--- src/rtl/stack_controller.sv ---
// Multi-cycle control unit for the 8-bit stack-machine CPU: sequences fetch, decode and execute from the 3-bit opcode.
// Latency: one state per clk; PUSH/POP/JZ 4 cycles, JMP 2, ADD/SUB/AND 6, NOT 5; strobes are registered and held a full cycle.
// Backpressure: none; the datapath samples every strobe at negedge and never stalls the controller.
//
// Ports:
//   clk            system clock, state advances on posedge
//   rst            synchronous active-low reset
//   inst[2:0]      opcode (IR[7:5]) from the datapath
//   ld_IR .. write_enable  single-bit datapath strobes, active-high
//   ALUop[1:0]     00 add, 01 sub, 10 and, 11 not(A)
module stack_controller (
   input  logic       clk,
   input  logic       rst,
   input  logic [2:0] inst,
   output logic       ld_IR,
   output logic       PCorIR,
   output logic       push,
   output logic       pop,
   output logic       MEMorALU,
   output logic       ldA,
   output logic       ldB,
   output logic       PCup,
   output logic       PCwrite,
   output logic       J,
   output logic       JZ,
   output logic       write_enable,
   output logic [1:0] ALUop
);

   typedef enum logic [3:0] {
      S_FETCH   = 4'd0,
      S_DECODE  = 4'd1,
      S_PUSH_RD = 4'd2,
      S_PUSH_WR = 4'd3,
      S_POP_LDA = 4'd4,
      S_POP_WR  = 4'd5,
      S_JZ_LDA  = 4'd6,
      S_JZ_EX   = 4'd7,
      S_AL_POPA = 4'd8,
      S_AL_POPB = 4'd9,
      S_AL_EXE  = 4'd10,
      S_AL_PUSH = 4'd11
   } state_t;

   typedef struct packed {
      logic       ld_ir;
      logic       pc_or_ir;
      logic       push;
      logic       pop;
      logic       mem_or_alu;
      logic       ld_a;
      logic       ld_b;
      logic       pc_up;
      logic       pc_write;
      logic       j;
      logic       jz;
      logic       write_enable;
      logic [1:0] alu_op;
   } ctrl_t;

   state_t state_q, state_d;
   ctrl_t  ctrl_q,  ctrl_d;
   // Low for the first cycle out of reset so the FETCH strobes get one full
   // cycle before the FSM starts advancing.
   logic   run_q,   run_d;

   // Strobes for a given state. Only DECODE and AL_EXE look at the opcode.
   function automatic ctrl_t decode_ctrl(input state_t s, input logic [2:0] op);
      ctrl_t c;
      c = '0;
      case (s)
         S_FETCH: begin
            c.ld_ir = 1'b1;
            c.pc_up = 1'b1;
         end
         S_DECODE: begin
            c.pc_up    = 1'b1;
            // JZ defers its PC update to JZ_EX, once the stack top is known.
            c.pc_write = (op != 3'b011);
            c.j        = (op == 3'b010);
         end
         S_PUSH_RD: c.pc_or_ir = 1'b1;
         S_PUSH_WR: c.push     = 1'b1;
         S_POP_LDA: begin
            c.ld_a = 1'b1;
            c.pop  = 1'b1;
         end
         S_POP_WR: begin
            c.pc_or_ir     = 1'b1;
            c.write_enable = 1'b1;
         end
         S_JZ_LDA: begin
            // PC has not advanced yet, so PCup here makes ALUres = PC+1 for JZ_EX.
            c.ld_a  = 1'b1;
            c.pop   = 1'b1;
            c.pc_up = 1'b1;
         end
         S_JZ_EX: begin
            c.jz       = 1'b1;
            c.pc_write = 1'b1;
         end
         S_AL_POPA: begin
            c.ld_a = 1'b1;
            c.pop  = 1'b1;
         end
         S_AL_POPB: begin
            c.ld_b = 1'b1;
            c.pop  = 1'b1;
         end
         S_AL_EXE:  c.alu_op = op[1:0];
         S_AL_PUSH: begin
            c.mem_or_alu = 1'b1;
            c.push       = 1'b1;
         end
         default: c = '0;
      endcase
      return c;
   endfunction

   function automatic state_t next_state(input state_t s, input logic [2:0] op);
      state_t n;
      n = S_FETCH;
      case (s)
         S_FETCH: n = S_DECODE;
         S_DECODE: begin
            case (op)
               3'b000:  n = S_PUSH_RD;
               3'b001:  n = S_POP_LDA;
               3'b010:  n = S_FETCH;
               3'b011:  n = S_JZ_LDA;
               default: n = S_AL_POPA;
            endcase
         end
         S_PUSH_RD: n = S_PUSH_WR;
         S_POP_LDA: n = S_POP_WR;
         S_JZ_LDA:  n = S_JZ_EX;
         // NOT is unary: skip the second pop.
         S_AL_POPA: n = (op == 3'b111) ? S_AL_EXE : S_AL_POPB;
         S_AL_POPB: n = S_AL_EXE;
         S_AL_EXE:  n = S_AL_PUSH;
         default:   n = S_FETCH;
      endcase
      return n;
   endfunction

   // Strobes are registered from the next state. The opcode used for DECODE
   // is loaded at FETCH's negedge, so it is valid at the edge leaving FETCH.
   always_comb begin
      run_d = 1'b1;
      if (run_q) begin
         state_d = next_state(state_q, inst);
      end else begin
         state_d = S_FETCH;
      end
      ctrl_d = decode_ctrl(state_d, inst);
   end

   always_ff @(posedge clk) begin
      if (!rst) begin
         state_q <= S_FETCH;
         ctrl_q  <= '0;
         run_q   <= 1'b0;
      end else begin
         state_q <= state_d;
         ctrl_q  <= ctrl_d;
         run_q   <= run_d;
      end
   end

   assign ld_IR        = ctrl_q.ld_ir;
   assign PCorIR       = ctrl_q.pc_or_ir;
   assign push         = ctrl_q.push;
   assign pop          = ctrl_q.pop;
   assign MEMorALU     = ctrl_q.mem_or_alu;
   assign ldA          = ctrl_q.ld_a;
   assign ldB          = ctrl_q.ld_b;
   assign PCup         = ctrl_q.pc_up;
   assign PCwrite      = ctrl_q.pc_write;
   assign J            = ctrl_q.j;
   assign JZ           = ctrl_q.jz;
   assign write_enable = ctrl_q.write_enable;
   assign ALUop        = ctrl_q.alu_op;

endmodule

--- config.mk ---
export PLATFORM = sky130hd
export DESIGN_NAME = stack_controller
export DESIGN_NICKNAME = d
export VERILOG_FILES = /design/src/rtl/stack_controller.sv
export SDC_FILE = /design/constraint.sdc
export NUM_CORES = 1
export LEC_CHECK = 0
export ABC_AREA = 1
export BUFFER_PORTS_ARGS = -buffer_cell sky130_fd_sc_hd__buf_2
export CAP_MARGIN = 10
export CORE_ASPECT_RATIO = 0.8
export CORE_MARGIN = 10
export CORE_UTILIZATION = 51
export CTS_CLUSTER_DIAMETER = 200
export DETAILED_ROUTE_END_ITERATION = 8
export PLACE_DENSITY = 0.76
export RECOVER_POWER = 50
export SLEW_MARGIN = 20
export SYNTH_ARGS = -nofsm -noshare
export SYNTH_HDL_FRONTEND = slang
export SYNTH_SLANG_ARGS = --single-unit
--- constraint.sdc ---
create_clock -name clk -period 1.75 [get_ports clk]
set_clock_uncertainty 0.2 [all_clocks]
set_input_delay 0.175 -clock clk [delete_from_list [all_inputs] [get_ports clk]]
set_output_delay 0.175 -clock clk [all_outputs]
set_load 0.01 [all_outputs]
# After elaboration in Yosys (flattened, before gate mapping)
# Cells that the tools add are included.
word_totals:
  regBits: 19
  latchBits: 0
  input_bits: 5
  output_inout_bits: 14
  mem_bits_rw: 0
  elab_cells: 64
  memories: 0
  rom_bits: 0
op_classes:
  n_div: 0
  bitwise: 0
  n_shift: 0
  n_mux: 16
  n_eq_ne: 23
  addsub: 0
  n_mul: 0
  n_lt_le_gt_ge: 0
  reduce_logical: 10
ops:
  columns: ["cell", "n"]
  rows:
  - ["case mux 4 bit (8 select lines)", 1]
  - ["equality test 4 bit (second input constant)", 7]
  - ["equality test 4 x 3 -> 1 bit (second input constant)", 6]
  - ["case mux 4 bit (4 select lines)", 1]
  - ["equality test 4 x 2 -> 1 bit (second input constant)", 3]
  - ["two-way mux 1 bit", 11]
  - ["equality test 4 x 1 -> 1 bit (second input constant)", 2]
  - ["zero test 4 bit", 2]
  - ["equality test 3 x 2 -> 1 bit (second input constant)", 2]
  - ["OR reduction 3 bit", 2]
  - ["two-way mux 4 bit", 1]
  - ["AND reduction 2 bit", 2]
  - ["OR reduction 2 bit", 2]
  - ["OR reduction 4 bit", 1]
  - ["equality test 3 x 1 -> 1 bit (second input constant)", 1]
  - ["equality test 3 bit (second input constant)", 1]
  - ["zero test 3 bit", 1]
  - ["!= test 3 x 2 -> 1 bit (second input constant)", 1]
  - ["two-way mux 2 bit", 1]
  - ["case mux 1 bit (2 select lines)", 1]

# Longest topological paths before layout
# Gate-level depths: netlist of the first run.
logic_depth:
  depth_word: 7
  mapped_depth: 10
  depth_no_buf: 10

# Worst setup path before layout of the first run
# Ideal clock, no wire load.
synth_path:
  kind: "register -> register"
  startpoint: "reg state_q[0]"
  endpoint: "reg ctrl_q, in the netlist PCup"
  t_required_ps: 1436
  t_arrival_ps: 1112
  stages_incl_launch_ff: 10
  setup_ps: 114
  slack_ps: 323
  cell_sequence: "dfxtp_1 -> inv_1 -> nor2_1 -> nand2_1 -> o21ai_2 -> nand2_2 -> nand2_2 -> inv_2 -> nand4_1 -> nand2_1"
synth_between:
  elab_chain_cells: 6
synth_lines:
  columns: ["item", "line_no", "text"]
  rows:
  - ["from (decl)", "61", "state_t state_q, state_d;"]
  - ["from (signal assigned)", "164", "state_q <= state_d;"]
  - ["equality test 4 bit, or another cell as far along", "123", "case (s)"]
  - ["case mux 4 bit (8 select lines) (*)", "123", null]
  - ["two-way mux 4 bit (*)", "150", "if (run_q) begin"]
  - ["equality test 4 x 1 -> 1 bit, or another cell as far along", "71", "case (s)"]
  - ["OR reduction 3 bit (no line) (*)", null, null]
  - ["two-way mux 1 bit (*)", "71", null]
  - ["to (signal assigned)", "165", "ctrl_q <= ctrl_d;"]
  - ["to (decl)", "62", "ctrl_t ctrl_q, ctrl_d;"]
# Mark *: on every way between the ends. The rest lies on a longest branch, timed or not.
# A chain may end at the register's enable or synchronous reset.

# Worst setup path in the final report of the first run
layout_path:
  startpoint: "in inst[0]"
  endpoint: "reg ctrl_q, in the netlist ldA"
layout_between:
  elab_chain_cells: 7
layout_lines:
  columns: ["item", "line_no", "text"]
  rows:
  - ["from (decl)", "14", "input logic [2:0] inst,"]
  - ["equality test 3 x 2 -> 1 bit, or another cell as far along", "126", "case (op)"]
  - ["case mux 4 bit (4 select lines) or two-way mux 2 bit (tied branches)", "126, 138", null]
  - ["case mux 4 bit (8 select lines) (*)", "123", null]
  - ["two-way mux 4 bit (*)", "150", null]
  - ["equality test 4 bit or equality test 4 x 3 -> 1 bit (tied branches)", "71", null]
  - ["OR reduction 3 bit (no line) (*)", null, null]
  - ["two-way mux 1 bit (*)", "71", null]
# Marked as above.

==> results of run 1 <==
==> layer usage <==
layer	global-route usage	vias to the layer above	wire, µm	share of wire
met5	0	-	0	0
met4	0.008955	0	0	0
met3	0.06043	0	183	0.097
met2	0.1610	21	842	0.45
met1	0.1189	351	862	0.46
li1	-	406	-	-
==> layout make-up <==
| cell class | instances | area (µm²) |
|---|---|---|
| clock buffers | 4 | 26.28 |
| fillers | 148 | 545.5 |
| inverters | 19 | 71.32 |
| multi-input cells | 73 | 452.9 |
| flip-flops and latches | 19 | 384.1 |
| well taps | 22 | 27.53 |
| repair buffers | 22 | 118.9 |
==> worst max-delay path, cell delays in order <==
cell,delay [ns]
dlygate4sd3_1,0.55
buf_6,0.13
nand2_2,0.08
nor2_4,0.16
nand3_2,0.12
nand3_4,0.12
nand4_1,0.15
nand3_1,0.14
nand2_1,0.05
inv_1,0.04
==> what timing repair did <==
action	in CTS	in global routing
hold endpoints to repair	6	0
gates resized for setup	0	15
setup endpoints to repair	0	8
hold buffers	3	0
==> cells by family (layout without fill, tap and decap cells) <==
logic type,after synthesis,count (layout),share of synthesized area
AOI/OAI and AO/OA,6,6,0.06332
buffers and inverters,19,45,0.08200
DFF,19,19,0.4374
and+or+nand+nor,67,67,0.4173
==> sequential cells by signal (all words and copies together) (netlist names) <==
register / flops
state_q: 4
ALUop: 2
J: 1
JZ: 1
MEMorALU: 1
PCorIR: 1
PCup: 1
PCwrite: 1
ldA: 1
ldB: 1
ld_IR: 1
pop: 1
push: 1
run_q: 1
write_enable: 1
==> cell usage in the layout (no fill, tap or decap), types with 2 or more instances in the layout <==
master	instances
nor2_1	9
nand4_1	6
nand2_4	2
buf_2	2
nand3_2	2
inv_2	4
nor3_1	4
nor2_4	7
nor2_2	4
nand2_1	19
dfxtp_2	3
nand2_2	5
clkbuf_4	3
buf_4	2
dlygate4sd3_1	3
nand3_1	8
dfxtp_1	16
clkbuf_1	15
inv_1	15
o21ai_2	3
==> power groups by stage <==
| stage | clock (W) | combinational, W | sequential [W] |
|---|---|---|---|
| after detailed placement | 0 | 0.000124 | 0.000464 |
| after global routing | 0.000237 | 0.000157 | 0.000458 |
| final | 0.000214 | 0.000141 | 0.000456 |
| after floorplan | 0 | 0.0000832 | 0.000469 |
| after CTS | 0.000221 | 0.000130 | 0.000454 |
| after global placement | 0 | 0.000123 | 0.000464 |
==> path summary, 6_finish.rpt <==
check                                start         end  slack [ns]  depth (start not counted)
worst max-delay path               inst[0]         ldA        0.08                         10
worst min-delay path               inst[2]           J        0.03                          4
worst min register to register       run_q  state_q[1]        0.43                          2
worst max register to register  state_q[0]         ldA        0.15                         10
==> stage by stage <==
stage | util | hold slack, ns | area (µm²) | setup TNS, ns | power, W
after global placement | 0.6115 | 0.1823 | 994.7 | 0 | 0.0005870
after detailed placement | 0.6115 | 0.1862 | 994.7 | 0 | 0.0005887
after floorplan | - | 0.002717 | 869.6 | 0 | 0.0005525
after global routing | 0.6646 | 0.05493 | 1081 | -0.02175 | 0.0008520
final | 0.6646 | 0.02715 | 1081 | 0 | 0.0008107
after CTS | 0.6462 | 0.03020 | 1051 | 0 | 0.0008058
==> run summary, run 1 <==
largest cells by area after synthesis -> dfxtp_1 (44%), nand2_1 (8.6%), inv_1 (6.5%)
I/O pin count -> 19
crit path time final -> 1.670 ns
TritonCTS Buffers -> 3
Cell Area, Synth -> 869.6 µm²
WP data arrival -> 1.72 ns
maximum vdd drop -> 506.6 µV
FP Rows -> 13
Least-Margin Pin Slew -> 0.3336 ns
pre-CTS WS -> 0.1090 ns
largest area contributor in the netlist -> dfxtp_1
Root Driver -> clkbuf_4
Mapped Nets -> 116
DRC violations left -> 0
Pwr per Cell Area -> 750.0 mW/mm²
Max Slew Vio Count -> 0
post-synth top area share -> 0.4374
H-tree levels -> 1
sw frac -> 0.2773
HP Class -> in -> reg
Leak -> 0.5178 nW
grt total ovfl -> 0
Nets -> 143
Final Hold Fails -> 0
global-route wire length before repair -> 3.118 mm
CTS max path bufs -> 2
dominant synthesized flop cell -> dfxtp_1
largest net degree at the start of global routing -> 11
Max-Cap Viols -> 0
ant diodes -> 0
placed insts -> 152
core area -> 0.001627 mm²
All-Layer GR Usage -> 0.1014
Initial Util -> 0.5346
CP required -> 1.80 ns
Int Power -> 0.0005860 W
final period utilization -> 0.9544
Slew headroom -> 0.7773
Setup Crit Path Kind -> in -> reg
vias post-DR -> 778
Sw Pwr -> 0.0002248 W
share of power burned in registers -> 0.563
routability-driven placement congestion ratio -> 0.8389
FFs w/ async S/R, synth -> 0
top-count cell post-synth -> nand2_1
CP Max Fanout -> 5
vias in the first global route -> 736
Worst-Skew Late Latency -> 0.30 ns
CTS tree -> built
Clock power frac -> 0.264
DR pass1 iterations -> 4
detailed placement HPWL -> 1.466 mm
fraction of layout instances using a drive strength above 1 -> 0.2920
Die ar. -> 0.003767 mm²
synth cell count leaders -> nand2_1 (20), dfxtp_1 (19), inv_1 (15)
syn_area_per_cell -> 7.834 µm²
Die H -> 56.94 µm
Via density -> 4.893
Wirelength per Cell -> 11.87 µm
Detailed Route WL -> 1.888 mm
Final ANT Viol Nets -> 0
sequential-to-total area share from yosys stat -> 0.4374
Crit. End Element -> flip-flop
setup repair bufs after CTS -> 0
Comb pwr share -> 0.174
Final WS setup -> 0.07979 ns
RSZ-0062 raised after global routing -> yes
Synth cell types -> 16
final setup violating endpoints -> 0
#FFs+latches synth -> 19
Iteration-0 DRC Markers -> 21
Ys Warns -> 0
CP Launch Type -> input port
Post-synth EDFFs -> 0
Worst-path clk slew -> 0.10 ns
Sink Count -> 19
Die X -> 66.17 µm
initial antenna violation count -> 0
post-synthesis cell count -> 111
port buffer count -> 18
outcome -> finished, final reports clean
Layout area overhead -> 24.32%
fmax -> 598.7 MHz
Non-Filler Instances -> 159
No activity file was read; power rests on OpenSTA's default activity.
==> run 2: changes to the inputs <==
--- a/config.mk
+++ b/config.mk
@@ -13,7 +13,7 @@
 export CORE_UTILIZATION = 51
 export CTS_CLUSTER_DIAMETER = 200
 export DETAILED_ROUTE_END_ITERATION = 8
-export PLACE_DENSITY = 0.76
+export PLACE_DENSITY = 0.81
 export RECOVER_POWER = 50
 export SLEW_MARGIN = 20
 export SYNTH_ARGS = -nofsm -noshare
==> run 2 against run 1 <==
- die area unchanged
- utilization up 2.2 points
- clock-buffer cell count unchanged
==> run summary, run 2 (same netlist as run 1, synthesis figures left out) <==
outcome -> finished, final reports clean
All-Layer GR Usage -> 0.1084
Die H -> 56.94 µm
DRC violations left -> 0
Via density -> 5.124
Reg2Reg Capture Point -> PCup
placed cell area -> 987.2 µm²
Sw Pwr -> 0.0002370 W
hold path cells -> 4
FP Rows -> 13
vias in the first global route -> 723
CP required -> 1.75 ns
Wirelength per Cell -> 13.77 µm
Final ANT Viol Nets -> 0
Slew headroom -> 0.7739
fraction of layout instances using a drive strength above 1 -> 0.3309
Comb pwr share -> 0.188
CP delay by family, top -> simple AND/OR/NAND/NOR gates
pre-CTS WS -> 0.1303 ns
Final Hold Fails -> 0
CTS max path bufs -> 2
I/O pin count -> 19
max incr delay on CP -> 0.37 ns
Setup Crit Path Kind -> reg -> reg
CP Max Fanout -> 5
ant diodes -> 0
Nets -> 145
sw frac -> 0.2859
Sink Count -> 19
final setup violating endpoints -> 0
Die ar. -> 0.003767 mm²
maximum vdd drop -> 762.5 µV
TritonCTS Buffers -> 3
vias post-DR -> 825
Iteration-0 DRC Markers -> 33
Layout area overhead -> 28.35%
detailed placement HPWL -> 1.546 mm
Crit. End Element -> flip-flop
Initial Util -> 0.5346
worst path bufs/invs -> 2
Leak -> 0.5436 nW
Clock power frac -> 0.261
HP Class -> in -> reg
global-route wire length before repair -> 3.270 mm
worst path cell trace -> inv_1 > nor2_2 > o21ai_1 > o21ai_2 > nand2_2 > nand2_2 > inv_2 > nand4_1 > nand2_1
final period utilization -> 0.9440
Worst-Skew Late Latency -> 0.30 ns
Die X -> 66.17 µm
CTS tree -> built
WP data arrival -> 1.65 ns
most frequent CP cell -> nand2_2
share of power burned in registers -> 0.551
largest net degree at the start of global routing -> 11
DR pass1 iterations -> 4
Worst Hold Path EP -> J
R2R Setup Slk -> 0.1 ns
Largest Register -> state_q
Least-Margin Pin Slew -> 0.3392 ns
Max-Cap Viols -> 0
port buffer count -> 18
Final Instance Area -> 0.001116 mm²
max reg flops -> 4
Final WS setup -> 0.09795 ns
fmax -> 605.3 MHz
Worst R2R Path Depth -> 9
routability-driven placement congestion ratio -> 0.8478
CP max stage cell -> dfxtp_2
core area -> 0.001627 mm²
Pwr per Cell Area -> 742.8 mW/mm²
post-layout util -> 0.6862
hold_sp -> inst[2]
Detailed Route WL -> 2.217 mm
Max Slew Vio Count -> 0
commonest non-fill, non-tap cells in the layout -> dfxtp_1 (16), clkbuf_1 (16), nand2_1 (15)
crit path time final -> 1.652 ns
Int Power -> 0.0005920 W
H-tree levels -> 1
CP Launch Type -> flip-flop
grt total ovfl -> 0
initial antenna violation count -> 0
R2R Path Start -> state_q[3]
Root Driver -> clkbuf_4
Worst-path clk slew -> 0.10 ns
run 2: power groups by stage:
stage | clock (W) | sequential, W | combinational, W
after detailed placement | 0 | 0.000465 | 0.000124
after CTS | 0.000219 | 0.000455 | 0.000130
after global placement | 0 | 0.000464 | 0.000120
after global routing | 0.000246 | 0.000459 | 0.000170
after floorplan | 0 | 0.000469 | 0.0000832
final | 0.000216 | 0.000457 | 0.000156
run 2: layer usage:
| metal | up-vias | global-route usage | share of wire | wire [µm] |
|---|---|---|---|---|
| li1 | 408 | - | - | - |
| met5 | - | 0 | 0 | 0 |
| met2 | 38 | 0.1610 | 0.46 | 1028 |
| met3 | 8 | 0.05263 | 0.090 | 199 |
| met4 | 0 | 0.03582 | 0.024 | 54 |
| met1 | 371 | 0.1330 | 0.42 | 934 |
run 2: worst max path at each step:
stage / startpoint / endpoint / slack, ns / cells past startpoint
floorplan: state_q[0] / PCup / 0.32 / 9
global placement: state_q[0] / PCup / 0.16 / 9
detailed placement: state_q[0] / PCup / 0.13 / 9
CTS: inst[1] / ALUop[1] / 0.08 / 11
global route: state_q[1] / PCorIR / -0.03 / 10
finish: state_q[3] / PCup / 0.1 / 9
run 2: worst register-to-register path, stage by stage (launching register included):
cell and delay, ns:
dfxtp_2 0.37, inv_1 0.09, nor2_2 0.20, o21ai_1 0.12
o21ai_2 0.11, nand2_2 0.12, nand2_2 0.14, inv_2 0.06
nand4_1 0.09, nand2_1 0.06
run 2: repair_timing:
item / 4_1_cts / 5_1_grt
resized for setup: 0 / 22
hold buffers: 3 / 0
setup buffers: 0 / 3
setup endpoints to repair: 0 / 9
hold endpoints to repair: 6 / 0
run 2: layout make-up:
class,count,area (µm²)
multi-input combinational,73,465.4
inverter,19,71.32
sequential,19,384.1
fill,145,510.5
clock buffer,4,26.28
tap,22,27.53
timing repair buffer,24,141.4
run 2: per-stage QoR:
stage / setup TNS (ns) / hold WS (ns) / total power (W) / std cells
after floorplan: 0 / 0.002717 / 0.0005525 / 111
after global placement: 0 / 0.1874 / 0.0005843 / 151
after detailed placement: 0 / 0.1879 / 0.0005890 / 151
after CTS: 0 / 0.05854 / 0.0008040 / 158
after global routing: -0.05522 / 0.09246 / 0.0008749 / 161
final: 0 / 0.06129 / 0.0008290 / 161
==> run 3: changes to the inputs <==
--- a/config.mk
+++ b/config.mk
@@ -13,7 +13,7 @@
 export CORE_UTILIZATION = 51
 export CTS_CLUSTER_DIAMETER = 200
 export DETAILED_ROUTE_END_ITERATION = 8
-export PLACE_DENSITY = 0.81
+export PLACE_DENSITY = 0.87
 export RECOVER_POWER = 50
 export SLEW_MARGIN = 20
 export SYNTH_ARGS = -nofsm -noshare
==> run 3 against run 2 <==
- final cell count is 1.2% lower
- register-to-register slack better by 0.03 ns
- clock power hardly changed
- worst setup slack better by 0.018 ns
- global-route usage is 0.34 points lower
- non-clock buffer count is 2 lower
- via count is 4.4% lower
- highest routed layer unchanged
==> run summary, run 3 (same netlist as run 1, synthesis figures left out) <==
outcome -> finished, final reports clean
Wirelength per Cell -> 12.74 µm
Max-Cap Viols -> 0
Fin Setup TNS -> 0 ns
I/O pin count -> 19
most frequent CP cell -> nor2_4
Int Power -> 0.0005785 W
Slew headroom -> 0.7724
vias in the first global route -> 745
max reg flops -> 4
initial antenna violation count -> 0
core area -> 0.001627 mm²
CTS max path bufs -> 2
DRC violations left -> 0
Detailed Route WL -> 2.026 mm
final period utilization -> 0.9336
RSZ-0062 raised after global routing -> yes
vias post-DR -> 789
TritonCTS Buffers -> 3
CP Max Fanout -> 5
All-Layer GR Usage -> 0.1050
Sw Pwr -> 0.0002287 W
worst path bufs/invs -> 3
Die H -> 56.94 µm
WP depth -> 10
Largest Register -> state_q
share of power burned in registers -> 0.566
Comb pwr share -> 0.166
Max Slew Vio Count -> 0
Layout area overhead -> 21.73%
post-layout util -> 0.6508
crit path time final -> 1.634 ns
CTS tree -> built
Die ar. -> 0.003767 mm²
CP Launch Point -> inst[1]
R2R Path Start -> state_q[2]
Worst R2R Path Depth -> 9
Least-Margin Pin Slew -> 0.3409 ns
maximum vdd drop -> 634.8 µV
CP required -> 1.80 ns
grt total ovfl -> 0
routability-driven placement congestion ratio -> 0.8892
Via density -> 4.962
Sink Count -> 19
port buffer count -> 18
Crit. End Element -> flip-flop
Initial Util -> 0.5346
Nets -> 143
Worst-Skew Late Latency -> 0.31 ns
commonest non-fill, non-tap cell in the layout -> nand2_1
DR pass1 iterations -> 4
max incr delay on CP -> 0.53 ns
Setup Crit Path Kind -> in -> reg
Clock power frac -> 0.268
Leak -> 0.5111 nW
WP data arrival -> 1.68 ns
fmax -> 612.1 MHz
CP Launch Type -> input port
worst path cell trace -> dlygate4sd3_1 > buf_4 > nand2_2 > nor2_4 > nor2_4 > nor2_4 > nand4_1 > nand3_1 > nand2_1 > inv_1
Final Hold Fails -> 0
busiest layer in global routing -> met2
fillcell total -> 164
final setup violating endpoints -> 0
Worst-path clk slew -> 0.10 ns
hold_sp -> inst[2]
FP Rows -> 13
global-route wire length before repair -> 3.125 mm
Root Driver -> clkbuf_4
CP delay by family, top -> simple AND/OR/NAND/NOR gates
Pwr per Cell Area -> 762.6 mW/mm²
H-tree levels -> 1
detailed placement HPWL -> 1.561 mm
CP max stage cell -> dlygate4sd3_1
Final ANT Viol Nets -> 0
HP Class -> in -> reg
met1 Track Usage GR -> 0.1144
GR Util met2 -> 0.1705
Iteration-0 DRC Markers -> 23
R2R Setup Slk -> 0.13 ns
largest net degree at the start of global routing -> 12
Reg2Reg Capture Point -> ldA
Die X -> 66.17 µm
ant diodes -> 0
fraction of layout instances using a drive strength above 1 -> 0.2920
crit path capture -> ldA
sw frac -> 0.2833
global routing met3 resource utilization -> 0.06043
commonest non-fill, non-tap cells in the layout -> nand2_1 (20), dfxtp_1 (18), inv_1 (14), clkbuf_1 (14)
[run 3: tightest hold or removal path: cells and delay by family]
family	cells	cell delay, ns
buffers and inverters	2	0.18
AND/OR/NAND/NOR	2	0.17
[run 3: final cells by class]
cell class	count	area [µm²]	share of cell area
clock inverter	1	5.005	0.004728
tap	22	27.53	0.02600
sequential	19	381.6	0.3605
inverter	19	71.32	0.06738
clock buffer	3	22.52	0.02128
multi-input combinational	73	435.4	0.4113
timing repair buffer	22	115.1	0.1087
[run 3: repair_timing]
action	4_1_cts	5_1_grt
resized for setup	0	9
buffers inserted	0	1
endpoints found under the setup margin	0	8
endpoints found under the hold margin	5	0
hold buffers	3	0
[run 3: worst min-delay path by stage]
stage | cells past startpoint | endpoint | slack, ns
floorplan | 0 | run_q | 0.003
global placement | 1 | run_q | 0.19
detailed placement | 1 | run_q | 0.19
CTS | 4 | J | 0.07
global route | 4 | J | 0.1
finish | 4 | J | 0.07
[run 3: per-layer routing]
layer	vias to the layer above	wire length, µm
li1	404	-
met1	356	875
met2	26	921
met3	3	213
met4	0	16
met5	-	0
[run 3: through the flow]
stage	cells	hold slack (ns)	worst slack (ns)	area (µm²)	power [W]
finish	159	0.07030	0.1162	1059	0.0008072
global route	159	0.09618	-0.01807	1059	0.0008474
CTS	158	0.07376	0.09183	1045	0.0008043
detailed placement	151	0.1894	0.1259	987.2	0.0005883
global placement	151	0.1862	0.1624	987.2	0.0005842
floorplan	111	0.002717	0.3234	869.6	0.0005525
[run 3: power by group through the flow]
stage          registers (W)   logic, W  clock network (W)
2_1_floorplan       0.000469  0.0000832                  0
3_3_place_gp        0.000464   0.000120                  0
3_5_place_dp        0.000465   0.000123                  0
4_1_cts             0.000455   0.000129           0.000220
5_1_grt             0.000459   0.000150           0.000239
6_report            0.000457   0.000134           0.000216
